## src/rtl/pipelined_adder_sub.sv

```systemverilog
// Pipelined WIDTH-bit adder/subtractor: STAGES ripple-carry slices with a registered carry
// between slices and a valid/ready handshake with a single global advance enable.
module pipelined_adder_sub #(
  parameter int WIDTH  = 16,
  parameter int STAGES = 4
) (
  input  logic             clk,
  input  logic             rst,
  input  logic             in_valid,
  output logic             in_ready,
  input  logic [WIDTH-1:0] a,
  input  logic [WIDTH-1:0] b,
  input  logic             cin,
  input  logic             sub,
  output logic             out_valid,
  input  logic             out_ready,
  output logic [WIDTH-1:0] sum,
  output logic             cout,
  output logic             ovf
);

  localparam int SLICE = WIDTH / STAGES;

  logic adv;

  // Per-stage registers: operands carried forward, partial sum, carry-out, valid.
  logic [WIDTH-1:0]  a_q [STAGES];
  logic [WIDTH-1:0]  b_q [STAGES];
  logic [WIDTH-1:0]  s_q [STAGES];
  logic [STAGES-1:0] c_q, v_q;
  logic              ovf_q;

  logic [WIDTH-1:0]  a_d [STAGES];
  logic [WIDTH-1:0]  b_d [STAGES];
  logic [WIDTH-1:0]  s_d [STAGES];
  logic [STAGES-1:0] c_d, v_d;
  logic              ovf_d;

  // Inputs seen by each stage: conditioned ports for stage 0, previous registers otherwise.
  logic [WIDTH-1:0]  a_in [STAGES];
  logic [WIDTH-1:0]  b_in [STAGES];
  logic [WIDTH-1:0]  s_in [STAGES];
  logic [STAGES-1:0] c_in, v_in;

  assign adv       = !out_valid || out_ready;
  assign in_ready  = adv;
  assign out_valid = v_q[STAGES-1];
  assign sum       = s_q[STAGES-1];
  assign cout      = c_q[STAGES-1];
  assign ovf       = ovf_q;

  always_comb begin
    for (int k = 0; k < STAGES; k++) begin
      a_in[k] = '0;
      b_in[k] = '0;
      s_in[k] = '0;
    end
    c_in = '0;
    v_in = '0;
    // Subtraction is a + ~b + 1, so cin is overridden by the forced carry.
    a_in[0] = a;
    b_in[0] = sub ? ~b : b;
    c_in[0] = sub | cin;
    v_in[0] = in_valid;
    for (int k = 1; k < STAGES; k++) begin
      a_in[k] = a_q[k-1];
      b_in[k] = b_q[k-1];
      s_in[k] = s_q[k-1];
      c_in[k] = c_q[k-1];
      v_in[k] = v_q[k-1];
    end
  end

  always_comb begin
    logic [WIDTH-1:0] si;
    logic             ci;
    logic             cmsb;
    int               idx;
    si    = '0;
    ci    = 1'b0;
    cmsb  = 1'b0;
    idx   = 0;
    ovf_d = 1'b0;
    c_d   = '0;
    v_d   = '0;
    for (int k = 0; k < STAGES; k++) begin
      si = s_in[k];
      ci = c_in[k];
      for (int j = 0; j < SLICE; j++) begin
        idx     = k * SLICE + j;
        cmsb    = ci;
        si[idx] = a_in[k][idx] ^ b_in[k][idx] ^ ci;
        ci      = (a_in[k][idx] & b_in[k][idx]) | (ci & (a_in[k][idx] ^ b_in[k][idx]));
      end
      a_d[k] = a_in[k];
      b_d[k] = b_in[k];
      s_d[k] = si;
      c_d[k] = ci;
      v_d[k] = v_in[k];
    end
    // After the last slice cmsb is the carry into the MSB and ci the carry out of it.
    ovf_d = cmsb ^ ci;
  end

  always_ff @(posedge clk) begin
    if (rst) begin
      for (int k = 0; k < STAGES; k++) begin
        a_q[k] <= '0;
        b_q[k] <= '0;
        s_q[k] <= '0;
      end
      c_q   <= '0;
      v_q   <= '0;
      ovf_q <= 1'b0;
    end else if (adv) begin
      for (int k = 0; k < STAGES; k++) begin
        a_q[k] <= a_d[k];
        b_q[k] <= b_d[k];
        s_q[k] <= s_d[k];
      end
      c_q   <= c_d;
      v_q   <= v_d;
      ovf_q <= ovf_d;
    end
  end

endmodule
```

## config.mk

```make
export PLATFORM = sky130hd
export DESIGN_NAME = pipelined_adder_sub
export DESIGN_NICKNAME = d
export VERILOG_FILES = /design/src/rtl/pipelined_adder_sub.sv
export SDC_FILE = /design/constraint.sdc
export NUM_CORES = 1
export LEC_CHECK = 0
export CAP_MARGIN = 15
export CORE_ASPECT_RATIO = 0.7
export CORE_MARGIN = 1
export CORE_UTILIZATION = 46
export CTS_CLUSTER_SIZE = 25
export DETAILED_ROUTE_END_ITERATION = 7
export HOLD_SLACK_MARGIN = 0.06
export PLACE_DENSITY = 0.68
export SYNTH_ARGS = -nofsm -noshare
export SYNTH_HDL_FRONTEND = slang
export SYNTH_SLANG_ARGS = --single-unit
export TNS_END_PERCENT = 50
```

## constraint.sdc

```tcl
create_clock -name clk -period 3.8 [get_ports clk]
set_clock_uncertainty 0.05 [all_clocks]
set_input_delay 0.38 -clock clk [delete_from_list [all_inputs] [get_ports clk]]
set_output_delay 0.38 -clock clk [all_outputs]
set_load 0.005 [all_outputs]
```

Yosys cells after proc, flatten, opt, wreduce, memory -nomap -nowiden
Memory sizes are Yosys's and may differ from the RTL's.
Index checks and enable logic that the tools add are counted.
W data, S select, Z words.
{"block": "classes", "shift": 0, "bitwise": 95, "n_lt_le_gt_ge": 0, "reduce_logical": 2, "n_mux": 18, "n_mul": 0, "n_eq_ne": 0, "addsub": 0, "div": 0}
{"cell": "$mux W16", "count": 13}
{"cell": "$xor A1 B1 Y1", "count": 33}
{"cell": "$and A1 B1 Y1", "count": 32}
{"cell": "$or A1 B1 Y1", "count": 29}
{"cell": "$not A16 Y16", "count": 1}
{"cell": "$mux W1", "count": 5}
{"cell": "$logic_not A1 Y1", "count": 1}
{"cell": "$logic_or A1 B1 Y1", "count": 1}
{"block": "word_totals", "mem_bits_rw": 192, "inputBits": 38, "mem_count": 3, "out_inout_bits": 20, "latchBits": 0, "reg_bits": 9, "romBits": 0}
{"memory": "a_q", "depth": 4, "width": 16, "read_ports": 3, "rd_ports_with_merged_regs": 0, "write_ports": 4, "line_no": "27", "rtl": "logic [WIDTH-1:0] a_q [STAGES];"}
{"memory": "b_q", "depth": 4, "width": 16, "read_ports": 3, "rd_ports_with_merged_regs": 0, "write_ports": 4, "line_no": "28", "rtl": "logic [WIDTH-1:0] b_q [STAGES];"}
{"memory": "s_q", "depth": 4, "width": 16, "read_ports": 4, "rd_ports_with_merged_regs": 0, "write_ports": 4, "line_no": "29", "rtl": "logic [WIDTH-1:0] s_q [STAGES];"}

Logic depth before layout (Yosys ltp)
Gate-level depths: netlist of run 1.
{"block": "depth", "ltp_word": 11, "depth_mapped": 10, "mapped_depth_nobuf": 10}

Worst setup path before layout of run 1
Ideal clock, no wire load.
{"block": "synth_path", "path_kind": "input -> register", "from": "in rst", "to": "mem a_q[0][10], enable pin", "setup_time_ps": 461, "required_time_ps": 3289, "path_slack_ps": 468, "t_arrival_ps": 2821, "cell_stages": 2, "cell_sequence": "clkbuf_1 > nand2b_1"}
{"element": "start, declared", "line_no": "8", "rtl": "input logic rst,"}
{"element": "end, declared", "line_no": "27"}

==> flow_summary.json, run 1 <==
{
  "cts.sinks": 97,
  "ys_types": 20,
  "wl_per_cell_um": 13.1,
  "grt_max_degree": 46,
  "crit_arrival_ns": 2.94,
  "tns_ns": 0,
  "run_status": "finished clean",
  "grt_pass1_wl_um": 9990,
  "cp_max_fo": 8,
  "synthCells": 286,
  "area_delta_synth_final_pct": 24.4,
  "rr_worst_depth": 8,
  "synth_seq_cells": 97,
  "dieWidth_um": 115,
  "ys_seq_area_share_pct": 68.2,
  "initial_core_util_pct": 48.3,
  "min_path_type": "reg -> reg",
  "period_share_pct": 76.4,
  "vias": 2085,
  "antennaDiodeCount": 0,
  "drtIter0Drc": 131,
  "worstPathRequired_ns": 3.84,
  "dr.pass1.iters": 4,
  "ff2ff_setup_slack_ns": 1.49,
  "ir_drop_uv": 236,
  "via_per_inst": 4.44,
  "synth_warnings": 0,
  "cts_root_buf": "clkbuf_16",
  "drcViolationCount": 0,
  "htreeDepth": 3,
  "routed_wl_um": 6180,
  "antenna_found_initial": 0,
  "worstHoldPathCells": 2,
  "drive_gt1_share_pct": 6.86,
  "coreArea_mm2": 0.00858,
  "gp_congestion": 0.768,
  "rows": 28,
  "grtUsageTotal_pct": 14.8,
  "leakage_nw": 2.04,
  "drv_cap": 0,
  "crit-reg2reg-launch": "a_q[0][44]",
  "syn_nets": 340,
  "final_cell_mix": "edfxtp_1, and2_1, clkdlybuf4s50_1",
  "tightest_slew_ns": 0.948,
  "synthesis.area_mm2": 0.00414,
  "syn-mean-instance-area_um2": 14.5,
  "grt-ovfl-total": 0,
  "port_buffers": 57,
  "startpoint_type": "input port",
  "reg2reg_to": "s_q[0][63]",
  "fmax_ghz": 0.344,
  "cts_tree": "yes",
  "holdPathEnd": "v_q[1]",
  "finalHoldViolations": 0,
  "layout.nets": 399,
  "clock_latency_ns": 0.33,
  "postCtsSetupBuffers": 0,
  "cts_buffers": 9,
  "setup_ws_ns": 0.897,
  "critPathLaunch": "sub",
  "dp_hpwl_um": 4020,
  "final_common_cell": "edfxtp_1",
  "pwr_density_cell_mw_per_mm2": 477,
  "slew_headroom_pct": 36.8,
  "path_clk_slew_ns": 0.06,
  "io_pins": 58,
  "hp-start": "v_q[1]",
  "slew_viol_final": 0,
  "crit_type": "in -> reg",
  "cp-end-kind": "flop",
  "die_h_um": 81.4,
  "setup_violations": 0,
  "grt_pass1_vias": 2060,
  "dieArea_mm2": 0.00939,
  "rsz0062_at_grt": "false",
  "holdBufCountCts": 0,
  "dp_slack_ns": 0.551,
  "ant_nets": 0,
  "clockBufferDepth": 2,
  "cts_resized": 0,
  "fill_cells": 658,
  "layout_min_cycle_time_ns": 2.90
}
## synth_stat cells
master | number | area share [%]
edfxtp_1 | 88 | 64
nand2b_1 | 2 | 0.30
xnor2_1 | 16 | 3.4
inv_2 | 1 | 0.091
xor2_1 | 1 | 0.21
clkbuf_2 | 3 | 0.36
inv_1 | 25 | 2.3
nor2b_4 | 1 | 0.33
nand2_1 | 10 | 0.91
a21oi_1 | 5 | 0.60
nor2_1 | 27 | 2.4
buf_6 | 6 | 1.6
nor2_4 | 1 | 0.27
dfxtp_1 | 9 | 4.4
clkbuf_1 | 1 | 0.091
a211oi_1 | 3 | 0.54
buf_2 | 3 | 0.36
and2_1 | 67 | 10
fa_1 | 16 | 7.7
buf_4 | 1 | 0.18
## final cells by class
cell class | count | area [um2] | area share [%]
Sequential cell | 97 | 2820 | 54.8
Multi-Input combinational cell | 149 | 1120 | 21.7
Timing Repair Buffer | 62 | 621 | 12.0
Clock buffer | 9 | 225 | 4.37
Tap cell | 120 | 150 | 2.91
Clock inverter | 7 | 118 | 2.28
Inverter | 26 | 97.6 | 1.89
## through the flow
| step | hold WS (ns) | utilization [%] | instances | total power [mW] | area, um2 |
|---|---|---|---|---|---|
| finish | 0.407 | 60.0 | 470 | 2.46 | 5150 |
| global placement | 0.391 | 56.0 | 454 | 1.46 | 4810 |
| detailed placement | 0.402 | 56.0 | 454 | 1.47 | 4810 |
| global route | 0.437 | 60.0 | 470 | 2.55 | 5150 |
| floorplan | 0.382 | - | 286 | 1.38 | 4140 |
| CTS | 0.413 | 60.0 | 470 | 2.49 | 5150 |
## critical path: stages
cell and delay, ns:
clkdlybuf4s50_1 0.52, buf_4 0.20, nor2_1 0.07, fa_1 0.39, fa_1 0.41, fa_1 0.38, inv_1 0.08, fa_1 0.39
and2_1 0.14
## report_power, final
| part | internal, mW | total, mW | switching (mW) |
|---|---|---|---|
| clock | 0.643 | 1.02 | 0.374 |
| combinational | 0.106 | 0.182 | 0.0769 |
| sequential | 1.24 | 1.26 | 0.0195 |
## how the worst max path moves through the flow
stage	end	slack, ns	cells after the start
floorplan	a_q[0][10]	0.47	2
global placement	s_q[0][3]	0.60	9
detailed placement	s_q[0][3]	0.55	9
CTS	s_q[0][3]	0.91	9
global route	s_q[0][3]	0.80	9
finish	s_q[0][3]	0.90	9
## sequential cells by signal, indices dropped and copies added, names as in the netlist
| register | cells |
|---|---|
| s_q | 40 |
| a_q | 24 |
| b_q | 24 |
| c_q | 4 |
| v_q | 4 |
| ovf | 1 |
## routing by layer
| layer | track usage, % | up-vias | routed length [um] | part of all wire (%) |
|---|---|---|---|---|
| li1 | - | 1045 | - | - |
| met2 | 22.9 | 53 | 2820 | 46 |
| met5 | 0 | - | 0 | 0 |
| met3 | 5.52 | 4 | 305 | 4.9 |
| met1 | 20.0 | 983 | 3020 | 49 |
| met4 | 3.51 | 0 | 23 | 0.37 |
## logic make-up (layout without fill, tap and decap cells)
group | after synthesis | count (layout) | synth area share (%)
simple gates | 108 | 108 | 14.4
xor+xnor | 17 | 17 | 3.60
buf+inv | 40 | 104 | 4.98
fa+ha+maj | 16 | 16 | 7.73
compound gates | 8 | 8 | 1.15
flops | 97 | 97 | 68.2
Power figures use the tool's default switching activity.
==> run 2: changes to the inputs <==
==> constraint.sdc (replaced) <==
create_clock -name clk -period 2.9 [get_ports clk]
set_clock_uncertainty 0.05 [all_clocks]
set_input_delay 0.29 -clock clk [delete_from_list [all_inputs] [get_ports clk]]
set_output_delay 0.29 -clock clk [all_outputs]
set_load 0.005 [all_outputs]
==> flow_summary.json, run 2 (synthesis gave the netlist of run 1 again) <==
{
  "slew_headroom_pct": 61.9,
  "reg2reg_to": "s_q[0][63]",
  "final_core_util_pct": 60.1,
  "met3WireLength_um": 293,
  "seqCellArea_mm2": 0.00282,
  "ant_nets": 0,
  "finalHoldViolations": 0,
  "antenna_found_initial": 0,
  "highest_layer": "met4",
  "crit_type": "in -> reg",
  "drcViolationCount": 0,
  "path_clk_slew_ns": 0.06,
  "drive_gt1_share_pct": 7.37,
  "wl_per_cell_um": 12.3,
  "ff2ff_setup_slack_ns": 0.59,
  "drv_cap": 0,
  "routed_wl_um": 5830,
  "power_frac_clock_pct": 38.7,
  "crit-reg2reg-launch": "a_q[0][44]",
  "power_frac_seq_pct": 53.4,
  "startpoint_type": "input port",
  "worstPathRequired_ns": 2.94,
  "crit_arrival_ns": 2.75,
  "dieWidth_um": 115,
  "dieArea_mm2": 0.00939,
  "tightest_slew_ns": 0.571,
  "setup_violations": 0,
  "cts_buffers": 9,
  "tns_ns": 0,
  "via_per_inst": 4.36,
  "grt_max_degree": 68,
  "clockBufferDepth": 2,
  "vias": 2060,
  "fill_cells": 698,
  "cts_root_buf": "clkbuf_16",
  "antennaDiodeCount": 0,
  "grtUsageTotal_pct": 14.1,
  "port_buffers": 57,
  "io_pins": 58,
  "die_h_um": 81.4,
  "worstHoldPathCells": 2,
  "drtIter0Drc": 168,
  "regMostFlops": "s_q",
  "fmax_ghz": 0.370,
  "slew_viol_final": 0,
  "holdBufCountCts": 0,
  "holdPathEnd": "v_q[0]",
  "area_delta_synth_final_pct": 24.7,
  "p_switching_uw": 582,
  "largest_reg_flops": 40,
  "routed-wl-met2_um": 2690,
  "rows": 28,
  "multiInputGateArea_mm2": 0.00112,
  "grt_pass1_wl_um": 9450,
  "combPwrFrac_pct": 7.9,
  "dp_hpwl_um": 3880,
  "cp-end-kind": "flop",
  "reg_top3": "s_q x40, a_q x24, b_q x24",
  "grt_pass1_vias": 1971,
  "postCtsSetupBuffers": 0,
  "leakage_nw": 2.06,
  "ir_drop_uv": 313,
  "cts_tree": "yes",
  "rsz0062_at_grt": "false",
  "clock_latency_ns": 0.33,
  "htreeDepth": 3,
  "rr_worst_depth": 8,
  "intPower_mw": 2.51,
  "cts.sinks": 97,
  "initial_core_util_pct": 48.3,
  "period_share_pct": 93.3,
  "final_common_cell": "edfxtp_1",
  "run_status": "finished clean",
  "layout_min_cycle_time_ns": 2.71,
  "gp_congestion": 0.713,
  "cp_max_fo": 4,
  "pwr_density_cell_mw_per_mm2": 598,
  "layout.nets": 402,
  "hp-start": "v_q[0]",
  "p_sw_share_pct": 18.9,
  "min_path_type": "reg -> reg",
  "m1WireLength_um": 2790,
  "grt-ovfl-total": 0,
  "final_cell_mix": "edfxtp_1, and2_1, clkdlybuf4s50_1",
  "dr.pass1.iters": 4,
  "coreArea_mm2": 0.00858,
  "cts_resized": 0
}
==> run 2: stage by stage <==
| step | std cells | cell area [um2] | worst slack, ns | hold slack (ns) | total power [mW] |
|---|---|---|---|---|---|
| 2_1_floorplan | 286 | 4140 | 0.0683 | 0.380 | 1.81 |
| 3_5_place_dp | 456 | 4830 | -0.153 | 0.400 | 1.92 |
| 4_1_cts | 472 | 5130 | 0.209 | 0.407 | 3.12 |
| 6_report | 473 | 5160 | 0.194 | 0.406 | 3.09 |
| 3_3_place_gp | 456 | 4830 | -0.119 | 0.390 | 1.91 |
| 5_1_grt | 473 | 5160 | 0.106 | 0.421 | 3.20 |
==> run 2: worst max-delay path by stage <==
stage / startpoint / end / cells after the start
after global placement: sub / s_q[0][3] / 8
after global routing: sub / s_q[0][3] / 8
after CTS: sub / s_q[0][3] / 8
final: sub / s_q[0][3] / 8
after floorplan: sub / s_q[0][3] / 9
after detailed placement: sub / s_q[0][3] / 8
==> run 2: critical path: stages <==
cell and delay (ns):
clkdlybuf4s50_1 0.54, xnor2_1 0.12, fa_1 0.42, fa_1 0.40, fa_1 0.37, inv_1 0.07, fa_1 0.39, and2_1 0.14
==> run 2: layer usage <==
metal / global-route usage [%] / vias to the layer above
li1: - / 1049
met1: 18.9 / 951
met2: 21.0 / 53
met3: 5.22 / 7
met4: 5.06 / 0
met5: 0 / -
==> run 2: final cells by class <==
class | instances | area share [%]
inverter | 26 | 1.89
sequential | 97 | 54.7
clock buffer | 14 | 5.31
multi-input combinational | 149 | 21.7
tap | 120 | 2.91
timing repair buffer | 65 | 12.8
clock inverter | 2 | 0.679
==> run 2: power by group through the flow <==
stage | Sequential, mW | Clock [mW] | Combinational (mW)
2_1_floorplan | 1.68 | 0 | 0.136
3_3_place_gp | 1.68 | 0 | 0.237
3_5_place_dp | 1.68 | 0 | 0.243
4_1_cts | 1.65 | 1.22 | 0.245
5_1_grt | 1.66 | 1.26 | 0.279
6_report | 1.65 | 1.20 | 0.244
